==> config.mk <==
export PLATFORM = sky130hd
export DESIGN_NAME = mcs51_bus_master
export DESIGN_NICKNAME = d
export VERILOG_FILES = /design/src/rtl/mcs51_bus_master.sv
export SDC_FILE = /design/constraint.sdc
export NUM_CORES = 1
export LEC_CHECK = 0
export CORE_MARGIN = 10
export CORE_UTILIZATION = 52
export DETAILED_ROUTE_END_ITERATION = 8
export HOLD_SLACK_MARGIN = 0.03
export MAX_ROUTING_LAYER = met4
export PLACE_DENSITY_LB_ADDON = 0.08
export SYNTH_ARGS = -nofsm -noshare
export SYNTH_HDL_FRONTEND = slang
export SYNTH_SLANG_ARGS = --single-unit
==> constraint.sdc <==
create_clock -name clk -period 5.7 [get_ports clk]
set_input_delay 0.57 -clock clk [delete_from_list [all_inputs] [get_ports clk]]
set_output_delay 0.57 -clock clk [all_outputs]
set_load 0.05 [all_outputs]
==> src/rtl/mcs51_bus_master.sv <==
// Host-side initiator for the 8051-style multiplexed peripheral bus (cs_n/abus/ale/w_n/r_n/dbus).
// Define MCS51_BUSM_READ_EN to enable read bus cycles; otherwise reads are answered with rsp_err.
module mcs51_bus_master #(
  parameter int unsigned ALE_CYC  = 2,
  parameter int unsigned STB_CYC  = 3,
  parameter int unsigned HOLD_CYC = 1
) (
  input  logic        clk,
  input  logic        rst,
  input  logic        req_valid,
  output logic        req_ready,
  input  logic        req_we,
  input  logic [15:0] req_addr,
  input  logic [7:0]  req_wdata,
  output logic        rsp_valid,
  output logic [7:0]  rsp_rdata,
  output logic        rsp_err,
  output logic        cs_n,
  output logic [7:0]  abus,
  output logic        ale,
  output logic        w_n,
  output logic        r_n,
  output logic [7:0]  dbus_o,
  output logic        dbus_oe,
  input  logic [7:0]  dbus_i
);

`ifdef MCS51_BUSM_READ_EN
  localparam bit READ_EN = 1'b1;
`else
  localparam bit READ_EN = 1'b0;
`endif

  localparam int CNT_W = 8;

  typedef enum logic [2:0] {
    S_IDLE, S_ADDR, S_SETUP, S_STROBE, S_HOLD, S_DONE, S_SKIP
  } state_t;

  state_t             state_q;
  logic [CNT_W-1:0]   cnt_q;
  logic               we_q;
  logic [7:0]         wdata_q;
  logic               req_ready_q, rsp_valid_q, rsp_err_q;
  logic [7:0]         rsp_rdata_q;
  logic               cs_n_q, ale_q, w_n_q, r_n_q, dbus_oe_q;
  logic [7:0]         abus_q, dbus_o_q;

  // All outputs are registered and set on entry to the state that owns them.
  always_ff @(posedge clk) begin
    if (rst) begin
      state_q     <= S_IDLE;
      cnt_q       <= '0;
      we_q        <= 1'b0;
      wdata_q     <= '0;
      req_ready_q <= 1'b0;
      rsp_valid_q <= 1'b0;
      rsp_rdata_q <= '0;
      rsp_err_q   <= 1'b0;
      cs_n_q      <= 1'b1;
      ale_q       <= 1'b0;
      w_n_q       <= 1'b1;
      r_n_q       <= 1'b1;
      abus_q      <= '0;
      dbus_o_q    <= '0;
      dbus_oe_q   <= 1'b0;
    end else begin
      rsp_valid_q <= 1'b0;
      case (state_q)
        S_IDLE: begin
          req_ready_q <= 1'b1;
          if (req_valid && req_ready_q) begin
            req_ready_q <= 1'b0;
            we_q        <= req_we;
            wdata_q     <= req_wdata;
            rsp_rdata_q <= '0;
            rsp_err_q   <= 1'b0;
            if (!req_we && !READ_EN) begin
              state_q <= S_SKIP;
            end else begin
              state_q   <= S_ADDR;
              cnt_q     <= CNT_W'(ALE_CYC - 1);
              cs_n_q    <= 1'b0;
              ale_q     <= 1'b1;
              abus_q    <= req_addr[15:8];
              dbus_o_q  <= req_addr[7:0];
              dbus_oe_q <= 1'b1;
            end
          end
        end
        S_ADDR: begin
          if (cnt_q == '0) begin
            state_q   <= S_SETUP;
            ale_q     <= 1'b0;
            dbus_o_q  <= we_q ? wdata_q : 8'h00;
            dbus_oe_q <= we_q;
          end else begin
            cnt_q <= cnt_q - 1'b1;
          end
        end
        S_SETUP: begin
          state_q <= S_STROBE;
          cnt_q   <= CNT_W'(STB_CYC - 1);
          w_n_q   <= !we_q;
          r_n_q   <= we_q;
        end
        S_STROBE: begin
          if (cnt_q == '0) begin
            if (!we_q) rsp_rdata_q <= dbus_i;
            state_q <= S_HOLD;
            cnt_q   <= CNT_W'(HOLD_CYC - 1);
            w_n_q   <= 1'b1;
            r_n_q   <= 1'b1;
          end else begin
            cnt_q <= cnt_q - 1'b1;
          end
        end
        S_HOLD: begin
          if (cnt_q == '0) begin
            state_q     <= S_DONE;
            cs_n_q      <= 1'b1;
            abus_q      <= '0;
            dbus_o_q    <= '0;
            dbus_oe_q   <= 1'b0;
            rsp_valid_q <= 1'b1;
          end else begin
            cnt_q <= cnt_q - 1'b1;
          end
        end
        S_DONE: begin
          state_q     <= S_IDLE;
          req_ready_q <= 1'b1;
        end
        S_SKIP: begin
          // Read path compiled out: answer without touching the bus.
          state_q     <= S_DONE;
          rsp_valid_q <= 1'b1;
          rsp_err_q   <= 1'b1;
        end
        default: state_q <= S_IDLE;
      endcase
    end
  end

  assign req_ready = req_ready_q;
  assign rsp_valid = rsp_valid_q;
  assign rsp_rdata = rsp_rdata_q;
  assign rsp_err   = rsp_err_q;
  assign cs_n      = cs_n_q;
  assign ale       = ale_q;
  assign w_n       = w_n_q;
  assign r_n       = r_n_q;
  assign abus      = abus_q;
  assign dbus_o    = dbus_o_q;
  assign dbus_oe   = dbus_oe_q;

endmodule
# After elaboration in Yosys (flattened, before gate mapping)
# Index checks and enable logic that the tools add are counted.
# totals
output_inout_bits	32
elab_cells	93
in_bits	36
regBits	52
# op_classes
n_mux	42
n_reduce_logical	22
add_sub_neg	1
eq_ne	13
# op_table
op	n
$mux W8	14
$pmux W8 S2	2
$pmux W8 S4	1
$pmux W8 S3	1
$reduce_and A4 Y1	5
$pmux W3 S6	1
$mux W3	5
$ne A2 B2 Y1 const B	7
$pmux W1 S2	7
$reduce_bool A2 Y1	6
$mux W1	10
$eq A3 B3 Y1 const B	3
$logic_not A8 Y1	1
$sub A8 B1 Y8 const B	1
$eq A3 B2 Y1 const B	2
$reduce_and A2 Y1	3
$reduce_and A5 Y1	1
$reduce_bool A4 Y1	1
$eq A3 B1 Y1 const B	1
$logic_not A3 Y1	1
$pmux W1 S3	1
$reduce_bool A3 Y1	1
$reduce_or A2 Y1	1
$logic_and A1 B1 Y1	1
$logic_not A1 Y1	1

# Logic depth before layout (Yosys ltp)
# Gate-level depths: netlist (run 1).
# depth
word_depth	4
ltp_mapped	8
mapped_depth_nobuf	6

# Least setup slack after synthesis (run 1)
# Ideal clock, no wire load.
# synth_path
kind	register to register
start	register cnt_q[0]
end	register dbus_o_q[0], in the netlist dbus_o[0]
slack_ps	3539
path_stages_with_launch	9
t_arrival_ps	2074
required_ps	5614
path_buffers	2
synth_period_minus_slack_ps	2161
setup_ps	86
path_cell_list	dfxtp_1 inv_1 ha_1 or3b_2 clkbuf_1 o31a_1 or3_1 buf_6 a221oi_2
# synth_between
elab_chain_cells	3
elab_cells_between_ends	4
classes_between	eq/ne: 2; reduce/logical: 2
# synth_lines
item	line_no	rtl
start, declared	41	logic [CNT_W-1:0] cnt_q;
start signal, assigned	82	cnt_q <= CNT_W'(ALE_CYC - 1);
start signal, assigned	98	cnt_q <= cnt_q - 1'b1;
start signal, assigned	103	cnt_q <= CNT_W'(STB_CYC - 1);
$logic_not A8 Y1 *	92, 119	
$ne A2 B2 Y1 (no source line)	n/a	
$reduce_and A5 Y1 (no source line) *	n/a	
end signal, assigned	86	dbus_o_q <= req_addr[7:0];
end signal, assigned	95	dbus_o_q <= we_q ? wdata_q : 8'h00;
end, declared	47	logic [7:0] abus_q, dbus_o_q;
# Mark *: on every way between the ends. The rest lies on a longest branch, timed or not.
# A chain may end at the register's enable or synchronous reset.

# Worst setup path in the final report (run 1)
# layout_path
start	register state_q[2]
end	register dbus_o_q[3], in the netlist dbus_o[3]
# layout_between
elab_chain_cells	3
elab_cells_between_ends	10
classes_between	eq/ne: 6; mux: 1; reduce/logical: 3
# layout_lines
item	line_no	rtl
start, declared	40	state_t state_q;
start signal, assigned	52	state_q <= S_IDLE;
start signal, assigned	79	state_q <= S_SKIP;
start signal, assigned	81	state_q <= S_ADDR;
$eq A3 B1 Y1 (tied with other cells)	69	case (state_q)
$ne A2 B2 Y1 (no source line) or $reduce_bool A3 Y1 (tied branches)	n/a	
$reduce_and A5 Y1 (no source line)	n/a	
# Several ways; a longest one is shown, not always the timed one.

==> results of run 1 <==
[critical path: stages (launching register included)]
cell	delay, ns
dfxtp_1	0.75
nor4bb_1	0.72
a211oi_1	0.21
or3_1	0.61
a221oi_2	0.34
[power by group through the flow]
stage,clock [mW],sequential (mW),combinational [mW]
2_1_floorplan,0,0.705,0.555
3_3_place_gp,0,0.558,0.933
3_5_place_dp,0,0.561,0.940
4_1_cts,0.215,0.553,0.944
5_1_grt,0.225,0.575,1.03
6_report,0.210,0.555,0.947
[final cells by class]
class	count	area (sq um)
Clock inverter	2	16.27
Inverter	13	48.80
Timing Repair Buffer	67	665.6
Clock buffer	6	72.57
Multi-Input combinational cell	208	1323
Tap cell	54	67.56
Sequential cell	52	1041
Fill cell	407	1458
[routing by layer]
| metal | part of all wire | global-route usage | wire length, um |
|---|---|---|---|
| met1 | 0.45 | 0.2319 | 3049 |
| met2 | 0.47 | 0.2700 | 3140 |
| met3 | 0.070 | 0.04740 | 470 |
| met4 | 0.013 | 0.04769 | 87 |
| met5 | 0 | - | 0 |
[cell families after synthesis]
kind of cell / count (synthesis) / synth area share
buffers and inverters: 33 / 0.05361
XOR/XNOR: 2 / 0.007015
multiplexers: 5 / 0.02004
flip-flops: 52 / 0.4168
AO/OA/AOI/OAI: 100 / 0.2771
AND/OR/NAND/NOR: 99 / 0.2154
adder cells (fa/ha/maj): 2 / 0.01002
[cells in the mapped netlist (2+ instances only)]
library cell and instances:
o21ai_0 18, a221oi_1 8, a21oi_1 40, or4_1 2, a2bb2oi_1 2, and3_1 2, dfxtp_1 52, nor2b_1 2
ha_1 2, o211ai_1 2, nand4b_1 3, o21a_1 2, a21o_1 6, nand3b_1 7, a2111oi_0 2, nand3_1 18
mux2i_1 5, a311oi_1 2, nand2_1 26, buf_2 2, or3_1 2, nor3_1 6, clkbuf_1 14, nand4_1 7
nor2_1 11, xnor2_1 2, nor3b_1 3, a221oi_2 9, nand2b_1 2, a211oi_1 2, buf_1 3, inv_1 13
[registers in the layout, summed over array words and instances, names as in the netlist, 3 cells and up]
register / flops
state_q: 3
abus: 8
cnt_q: 8
wdata_q: 8
dbus_o: 8
rsp_rdata: 8
[per-stage QoR]
| step | total power, mW | setup WS, ns | hold WS [ns] | utilization |
|---|---|---|---|---|
| floorplan | 1.260 | 3.539 | 0.4361 | - |
| global placement | 1.491 | 3.120 | 0.4416 | 0.6704 |
| detailed placement | 1.501 | 3.019 | 0.4498 | 0.6704 |
| CTS | 1.713 | 3.033 | 0.4636 | 0.6893 |
| global route | 1.831 | 2.751 | 0.4791 | 0.6893 |
| finish | 1.712 | 2.975 | 0.4616 | 0.6893 |
[final timing paths]
kind | start | endpoint | slack [ns]
setup / recovery | state_q[2] | dbus_o[3] | 2.98
hold / removal | wdata_q[6] | wdata_q[6] | 0.46
setup reg to reg | state_q[2] | dbus_o[3] | 2.98
hold reg to reg | wdata_q[6] | wdata_q[6] | 0.46
==> results.py, run 1 <==
metrics = {
    "outcome": {
        "outcome": "finished, final reports clean",
    },
    "clock_network": {
        "cts_tree": "done",
        "post_cts_resize_count": 0,
        "clkTransAtPathRegs_ns": 0.10,
        "cts_setup_buffers": 0,
        "insertion_delay_ns": 0.31,
        "cts.hold.buffers_added": 0,
        "numCtsBuffers": 5,
        "clockRootBuffer": "clkbuf_8",
        "cts.sinks": 52,
        "clk_path_buf_depth": 2,
        "htree_levels": 2,
    },
    "synth": {
        "seq_area_frac_synth": 0.4168,
        "synthesis.area_sq_um": 2497,
        "syn_avg_cell_area_sq_um": 8.524,
        "synth_area_leaders": "dfxtp_1 42%, a21oi_1 8.0%, a221oi_2 5.4%",
        "postSynth.asyncResetShare": 0,
        "synth_top_cell_by_area": "dfxtp_1",
        "synth_cells": 293,
        "syn_nets": 331,
        "yosysTopAreaCellShare": 0.4168,
        "synth_edf_count": 0,
        "synth_seq_cells": 52,
        "ys_warn_count": 0,
        "yosysUniqueCellTypes": 48,
        "synth-main-ff-cell": "dfxtp_1",
    },
    "cells_and_area": {
        "area_delta_synth_final_pct": 29.51,
        "finalNonFillerCells": 402,
        "layout_commonest_cell": "clkdlybuf4s50_1",
        "drive_gt1_frac": 0.06034,
        "final_area_sq_um": 3234,
        "nets": 385,
        "n_antenna_cell": 0,
        "final_cell_mix": "66 x clkdlybuf4s50_1, 52 x dfxtp_1, 40 x a21oi_1",
    },
    "critical_path": {
        "crit_path_end_kind": "flip-flop",
        "worstSetupPathType": "flip-flop to flip-flop",
        "reg2regPathDepth": 4,
        "cp.required_ns": 5.92,
        "cp_data_arrival_time_ns": 2.95,
        "start_kind": "flip-flop",
        "cp_max_fo": 21,
    },
    "timing": {
        "finalSetupViolCount": 0,
        "relSlewSlack": 0.1791,
        "tightestPinTransition_ns": 1.223,
        "finalMaxSlewViolations": 0,
        "rsz0062_at_grt": "no",
        "period_share": 0.4781,
        "period_needed_ns": 2.725,
        "finalHoldViolations": 0,
        "max_clock_freq_ghz": 0.3670,
        "skew_ns": 0.008717,
        "finalSetupTns_ns": 0,
    },
    "routing": {
        "drc_errors": 0,
        "final_antenna_net_count": 0,
        "wl_per_cell_um": 16.78,
        "drtPass1Iterations": 4,
        "drtIter0Drc": 259,
        "via_per_inst": 6.015,
        "finalWirelength_um": 6747,
        "vias": 2418,
    },
    "global_route": {
        "grt_pass1_vias": 2369,
        "overflow": 0,
        "grt_start_max_net_pins": 51,
        "antenna_found_initial": 0,
        "grt_pass1_wl_um": 11280,
        "grt_usage": 0.1791,
    },
    "pwr": {
        "power_density_nw_per_um2": 529.2,
        "ir_drop_uv": 249.4,
        "p_sw_mw": 0.8275,
        "clockPowerShare": 0.123,
        "p_sw_frac": 0.4834,
        "power_leakage_nw": 1.092,
        "internal-power_mw": 0.8843,
        "seqPwrFrac": 0.324,
        "power_frac_comb": 0.553,
    },
    "worst_hold_path": {
        "hold_path.class": "flip-flop to flip-flop",
        "hold_depth": 2,
    },
    "placement": {
        "dp.final_hpwl_um": 4766,
        "dp_cells": 394,
        "post_dp_cell_area_sq_um": 3146,
        "gp_congestion": 0.9236,
        "io_buffers": 67,
    },
    "die": {
        "start_util": 0.5323,
        "num_rows": 25,
        "die_w_um": 89.30,
        "die_y_um": 89.30,
        "coreArea_sq_um": 4692,
        "io_pins": 68,
        "die_area_sq_um": 7974,
    },
    "run": {
        "max_cap_violations": 0,
    },
}
(Power assumes the default switching activity.)
==> run 2: changes to the inputs <==
--- a/config.mk
+++ b/config.mk
@@ -6,7 +6,7 @@
 export NUM_CORES = 1
 export LEC_CHECK = 0
 export CORE_MARGIN = 10
-export CORE_UTILIZATION = 52
+export CORE_UTILIZATION = 48
 export DETAILED_ROUTE_END_ITERATION = 8
 export HOLD_SLACK_MARGIN = 0.03
 export MAX_ROUTING_LAYER = met4
==> constraint.sdc (replaced) <==
create_clock -name clk -period 2.6 [get_ports clk]
set_input_delay 0.26 -clock clk [delete_from_list [all_inputs] [get_ports clk]]
set_output_delay 0.26 -clock clk [all_outputs]
set_load 0.05 [all_outputs]
==> results.py, run 2 (synthesized netlist as in run 1, its figures left out) <==
metrics = {
    "cells_and_area": {
        "multi_input_area_sq_um": 1323,
        "ff_latch_area_sq_um": 1041,
        "area_delta_synth_final_pct": 33.82,
        "final_cell_mix": "66 x clkdlybuf4s50_1, 52 x dfxtp_1, 40 x a21oi_1",
        "final_util": 0.6585,
        "nets": 396,
        "fill_cells": 484,
        "layout_commonest_cell": "clkdlybuf4s50_1",
        "n_antenna_cell": 0,
        "drive_gt1_frac": 0.08914,
    },
    "pwr": {
        "power_leakage_nw": 1.149,
        "power_frac_comb": 0.568,
        "ir_drop_uv": 606.6,
        "p_sw_mw": 1.875,
        "clockPowerShare": 0.123,
        "internal-power_mw": 2.059,
        "power_density_nw_per_um2": 1177,
        "seqPwrFrac": 0.309,
        "p_sw_frac": 0.4766,
    },
    "clock_network": {
        "clockRootBuffer": "clkbuf_8",
        "cts_setup_buffers": 0,
        "numCtsBuffers": 5,
        "cts.hold.buffers_added": 0,
        "clkTransAtPathRegs_ns": 0.09,
        "cts_tree": "done",
        "htree_levels": 2,
        "clk_path_buf_depth": 2,
        "cts.sinks": 52,
        "post_cts_resize_count": 0,
        "insertion_delay_ns": 0.31,
    },
    "critical_path": {
        "cp_data_arrival_time_ns": 2.63,
        "cp_slowest_cell": "or3_1",
        "reg2regPathDepth": 6,
        "crit_path_end_kind": "flip-flop",
        "r2r_end": "dbus_o[3]",
        "crit_chain": "inv_1 -> ha_1 -> or3b_2 -> o31a_1 -> or3_1 -> a221oi_2",
        "cp.required_ns": 2.83,
        "reg2reg_slack_ns": 0.20,
        "worstSetupPathType": "flip-flop to flip-flop",
        "crit_buf_inv": 1,
        "max_stage_delay_ns": 0.55,
        "cp_max_fo": 9,
        "cp.depth": 6,
        "cp_top_family": "simple AND/OR/NAND/NOR gates",
        "cp-endpoint": "dbus_o[3]",
        "start_kind": "flip-flop",
        "critPathLaunch": "cnt_q[0]",
        "r2r-start": "cnt_q[0]",
    },
    "global_route": {
        "grt_pass1_wl_um": 11830,
        "overflow": 0,
        "grt_pass1_vias": 2290,
        "grt_start_max_net_pins": 50,
        "antenna_found_initial": 0,
        "grt_usage": 0.1700,
    },
    "die": {
        "start_util": 0.4921,
        "die_area_sq_um": 8488,
        "num_rows": 26,
        "coreArea_sq_um": 5075,
        "die_y_um": 92.13,
        "io_pins": 68,
        "die_w_um": 92.13,
    },
    "timing": {
        "finalSetupViolCount": 0,
        "finalSetupTns_ns": 0,
        "finalHoldViolations": 0,
        "period_share": 0.9226,
        "rsz0062_at_grt": "no",
        "finalMaxSlewViolations": 0,
        "relSlewSlack": 0.1836,
        "period_needed_ns": 2.399,
        "max_clock_freq_ghz": 0.4169,
        "skew_ns": 0.003673,
        "tightestPinTransition_ns": 1.216,
    },
    "routing": {
        "final_antenna_net_count": 0,
        "wl_per_cell_um": 16.41,
        "drtIter0Drc": 246,
        "drtPass1Iterations": 4,
        "vias": 2445,
        "via_per_inst": 5.699,
        "finalWirelength_um": 7042,
        "drc_errors": 0,
    },
    "placement": {
        "gp_congestion": 0.8925,
        "dp.final_hpwl_um": 4990,
        "io_buffers": 67,
    },
    "run": {
        "max_cap_violations": 0,
    },
    "outcome": {
        "outcome": "finished, final reports clean",
    },
    "worst_hold_path": {
        "hold_path.class": "input pin to flip-flop",
    },
}
-- run 2: cell count changes in the layout (fill, tap and decap cells not counted) --
cell / change
buf_4: +11
clkbuf_8: +1
clkinv_4: -1
-- run 2: cell type report --
cell class                      count  share of cell area
Multi-Input combinational cell    208              0.3957
Sequential cell                    52              0.3115
Timing Repair Buffer               78              0.2239
Tap cell                           70             0.02621
Clock buffer                        7             0.02583
Inverter                           13             0.01460
Clock inverter                      1            0.002246
-- run 2: layer usage --
layer	vias to the layer above	part of all wire	global-route usage
met5	-	0	-
met4	0	0.013	0.05784
met3	11	0.064	0.04156
met2	82	0.46	0.2541
met1	1133	0.46	0.2187
li1	1219	-	-
-- run 2: worst min path at each step --
stage / slack, ns / depth (start not counted) / end / start
after floorplan: 0.40 / 2 / wdata_q[0] / req_wdata[0]
after global placement: 0.44 / 2 / wdata_q[6] / wdata_q[6]
after detailed placement: 0.45 / 2 / wdata_q[3] / wdata_q[3]
after CTS: 0.40 / 4 / cnt_q[6] / rst
after global routing: 0.46 / 4 / cnt_q[4] / rst
final: 0.40 / 4 / cnt_q[6] / rst
-- run 2: power by group through the flow --
| stage | clock network [mW] | logic, mW | registers [mW] |
|---|---|---|---|
| after detailed placement | 0 | 2.23 | 1.23 |
| after global placement | 0 | 2.21 | 1.22 |
| final | 0.484 | 2.24 | 1.21 |
| after CTS | 0.492 | 2.24 | 1.21 |
| after floorplan | 0 | 1.22 | 1.54 |
| after global routing | 0.522 | 2.43 | 1.25 |
-- run 2: per-stage QoR --
stage,cells,area [sq um],setup WS (ns),total power [mW],hold WS (ns)
5_1_grt,429,3342,0.05190,4.194,0.4607
2_1_floorplan,293,2497,0.4394,2.762,0.3960
6_report,429,3342,0.2013,3.934,0.4042
3_5_place_dp,421,3248,0.2277,3.459,0.4493
4_1_cts,429,3342,0.2086,3.943,0.4046
3_3_place_gp,421,3248,0.3050,3.428,0.4430
-- run 2: worst reg2reg max path, stage by stage (launching register included) --
cell and delay, ns:
dfxtp_1 0.35, inv_1 0.10, ha_1 0.18, or3b_2 0.51, o31a_1 0.29, or3_1 0.55, a221oi_2 0.35
==> run 3: changes to the inputs <==
--- a/config.mk
+++ b/config.mk
@@ -5,7 +5,6 @@
 export SDC_FILE = /design/constraint.sdc
 export NUM_CORES = 1
 export LEC_CHECK = 0
-export CORE_MARGIN = 10
 export CORE_UTILIZATION = 48
 export DETAILED_ROUTE_END_ITERATION = 8
 export HOLD_SLACK_MARGIN = 0.03
==> results.py, run 3 (synthesized netlist as in run 1, its figures left out) <==
metrics = {
    "placement": {
        "io_buffers": 67,
        "post_dp_cell_area_sq_um": 3244,
        "dp_slack_ns": 0.2335,
        "gp_congestion": 0.9455,
        "dp.final_hpwl_um": 4268,
    },
    "cells_and_area": {
        "layout_commonest_cell": "clkdlybuf4s50_1",
        "area_delta_synth_final_pct": 34.77,
        "final_cell_mix": "66 x clkdlybuf4s50_1, 52 x dfxtp_1, 40 x a21oi_1",
        "final_util": 0.6942,
        "final_area_sq_um": 3366,
        "n_antenna_cell": 0,
        "nets": 396,
        "drive_gt1_frac": 0.09192,
    },
    "critical_path": {
        "crit_path_end_kind": "flip-flop",
        "cp_slowest_cell": "or3_1",
        "worstSetupPathType": "flip-flop to flip-flop",
        "crit_buf_inv": 1,
        "start_kind": "flip-flop",
        "crit_chain": "inv_1 -> ha_1 -> or3b_2 -> o31a_1 -> or3_1 -> a221oi_2",
        "max_stage_delay_ns": 0.54,
        "cp_top_family": "simple AND/OR/NAND/NOR gates",
        "cp.required_ns": 2.82,
        "cp_data_arrival_time_ns": 2.62,
        "cp_max_fo": 9,
    },
    "timing": {
        "tightestPinTransition_ns": 1.175,
        "layout_setup_ws_ns": 0.2054,
        "max_clock_freq_ghz": 0.4176,
        "finalSetupViolCount": 0,
        "period_needed_ns": 2.395,
        "finalSetupTns_ns": 0,
        "relSlewSlack": 0.2116,
        "period_share": 0.9210,
        "skew_ns": 0.008752,
        "rsz0062_at_grt": "no",
        "finalMaxSlewViolations": 0,
        "finalHoldViolations": 0,
    },
    "clock_network": {
        "numCtsBuffers": 5,
        "clockRootBuffer": "clkbuf_8",
        "post_cts_resize_count": 0,
        "cts_setup_buffers": 0,
        "clk_path_buf_depth": 2,
        "cts_tree": "done",
        "htree_levels": 2,
        "cts.sinks": 52,
        "cts.hold.buffers_added": 0,
        "insertion_delay_ns": 0.30,
        "clkTransAtPathRegs_ns": 0.10,
    },
    "pwr": {
        "internal-power_mw": 2.159,
        "p_sw_mw": 1.843,
        "power_leakage_nw": 1.165,
        "p_sw_frac": 0.4605,
        "seqPwrFrac": 0.300,
        "power_frac_comb": 0.556,
        "clockPowerShare": 0.145,
        "ir_drop_uv": 486.6,
        "power_density_nw_per_um2": 1189,
    },
    "routing": {
        "finalWirelength_um": 6155,
        "via_per_inst": 5.782,
        "drtPass1Iterations": 4,
        "vias": 2463,
        "drc_errors": 0,
        "drtIter0Drc": 191,
        "final_antenna_net_count": 0,
        "wl_per_cell_um": 14.45,
    },
    "global_route": {
        "grt_start_max_net_pins": 50,
        "grt_pass1_wl_um": 10050,
        "overflow": 0,
        "grt_pass1_vias": 2226,
        "antenna_found_initial": 0,
        "grt_usage": 0.2400,
    },
    "worst_hold_path": {
        "hold_path.class": "input pin to flip-flop",
    },
    "die": {
        "die_area_sq_um": 5495,
        "coreArea_sq_um": 4848,
        "die_w_um": 74.13,
        "start_util": 0.5151,
        "die_y_um": 74.13,
        "num_rows": 25,
        "io_pins": 68,
    },
    "outcome": {
        "outcome": "finished, final reports clean",
    },
    "run": {
        "max_cap_violations": 0,
    },
}
-- run 3: cell types whose count changed in the layout (fill, tap and decap cells not counted) --
cell        before  now
bufinv_16        0    1
clkbuf_1         1    0
clkinv_4         0    1
clkinvlp_4       1    0
-- run 3: worst paths after layout --
check	startpoint	to	slack, ns	cells past startpoint
setup reg to reg	cnt_q[0]	dbus_o[7]	0.21	6
setup / recovery	cnt_q[0]	dbus_o[7]	0.21	6
hold / removal	rst	cnt_q[2]	0.42	4
hold reg to reg	wdata_q[2]	wdata_q[2]	0.46	2
-- run 3: layer usage --
metal	wire length [um]	vias to the layer above	global-route usage
li1	-	1218	-
met3	349	7	0.04472
met2	2884	85	0.3758
met1	2875	1153	0.3186
met4	46	0	0.05983
met5	0	-	-
-- run 3: stage by stage --
step | hold WS, ns | instances | total power, mW
floorplan | 0.3960 | 293 | 2.762
global placement | 0.4426 | 418 | 3.408
detailed placement | 0.4518 | 418 | 3.425
CTS | 0.4117 | 426 | 4.009
global route | 0.4343 | 426 | 4.276
finish | 0.4218 | 426 | 4.002
-- run 3: power by group through the flow --
stage	registers (mW)	logic (mW)	clock network (mW)
floorplan	1.54	1.22	0
global placement	1.21	2.20	0
detailed placement	1.21	2.21	0
CTS	1.20	2.22	0.593
global route	1.23	2.42	0.626
finish	1.20	2.22	0.579
-- run 3: cell type report --
cell class | count | area (sq um)
timing repair buffer | 78 | 748.2
sequential | 52 | 1041
inverter | 13 | 48.80
clock inverter | 2 | 38.79
tap | 67 | 83.83
fill | 420 | 1483
clock buffer | 6 | 82.58
multi-input combinational | 208 | 1323
-- run 3: worst min-delay path, stage by stage --
cell and delay, ns:
buf_2 0.10, a311oi_1 0.14, nand3_1 0.12, mux2i_1 0.06
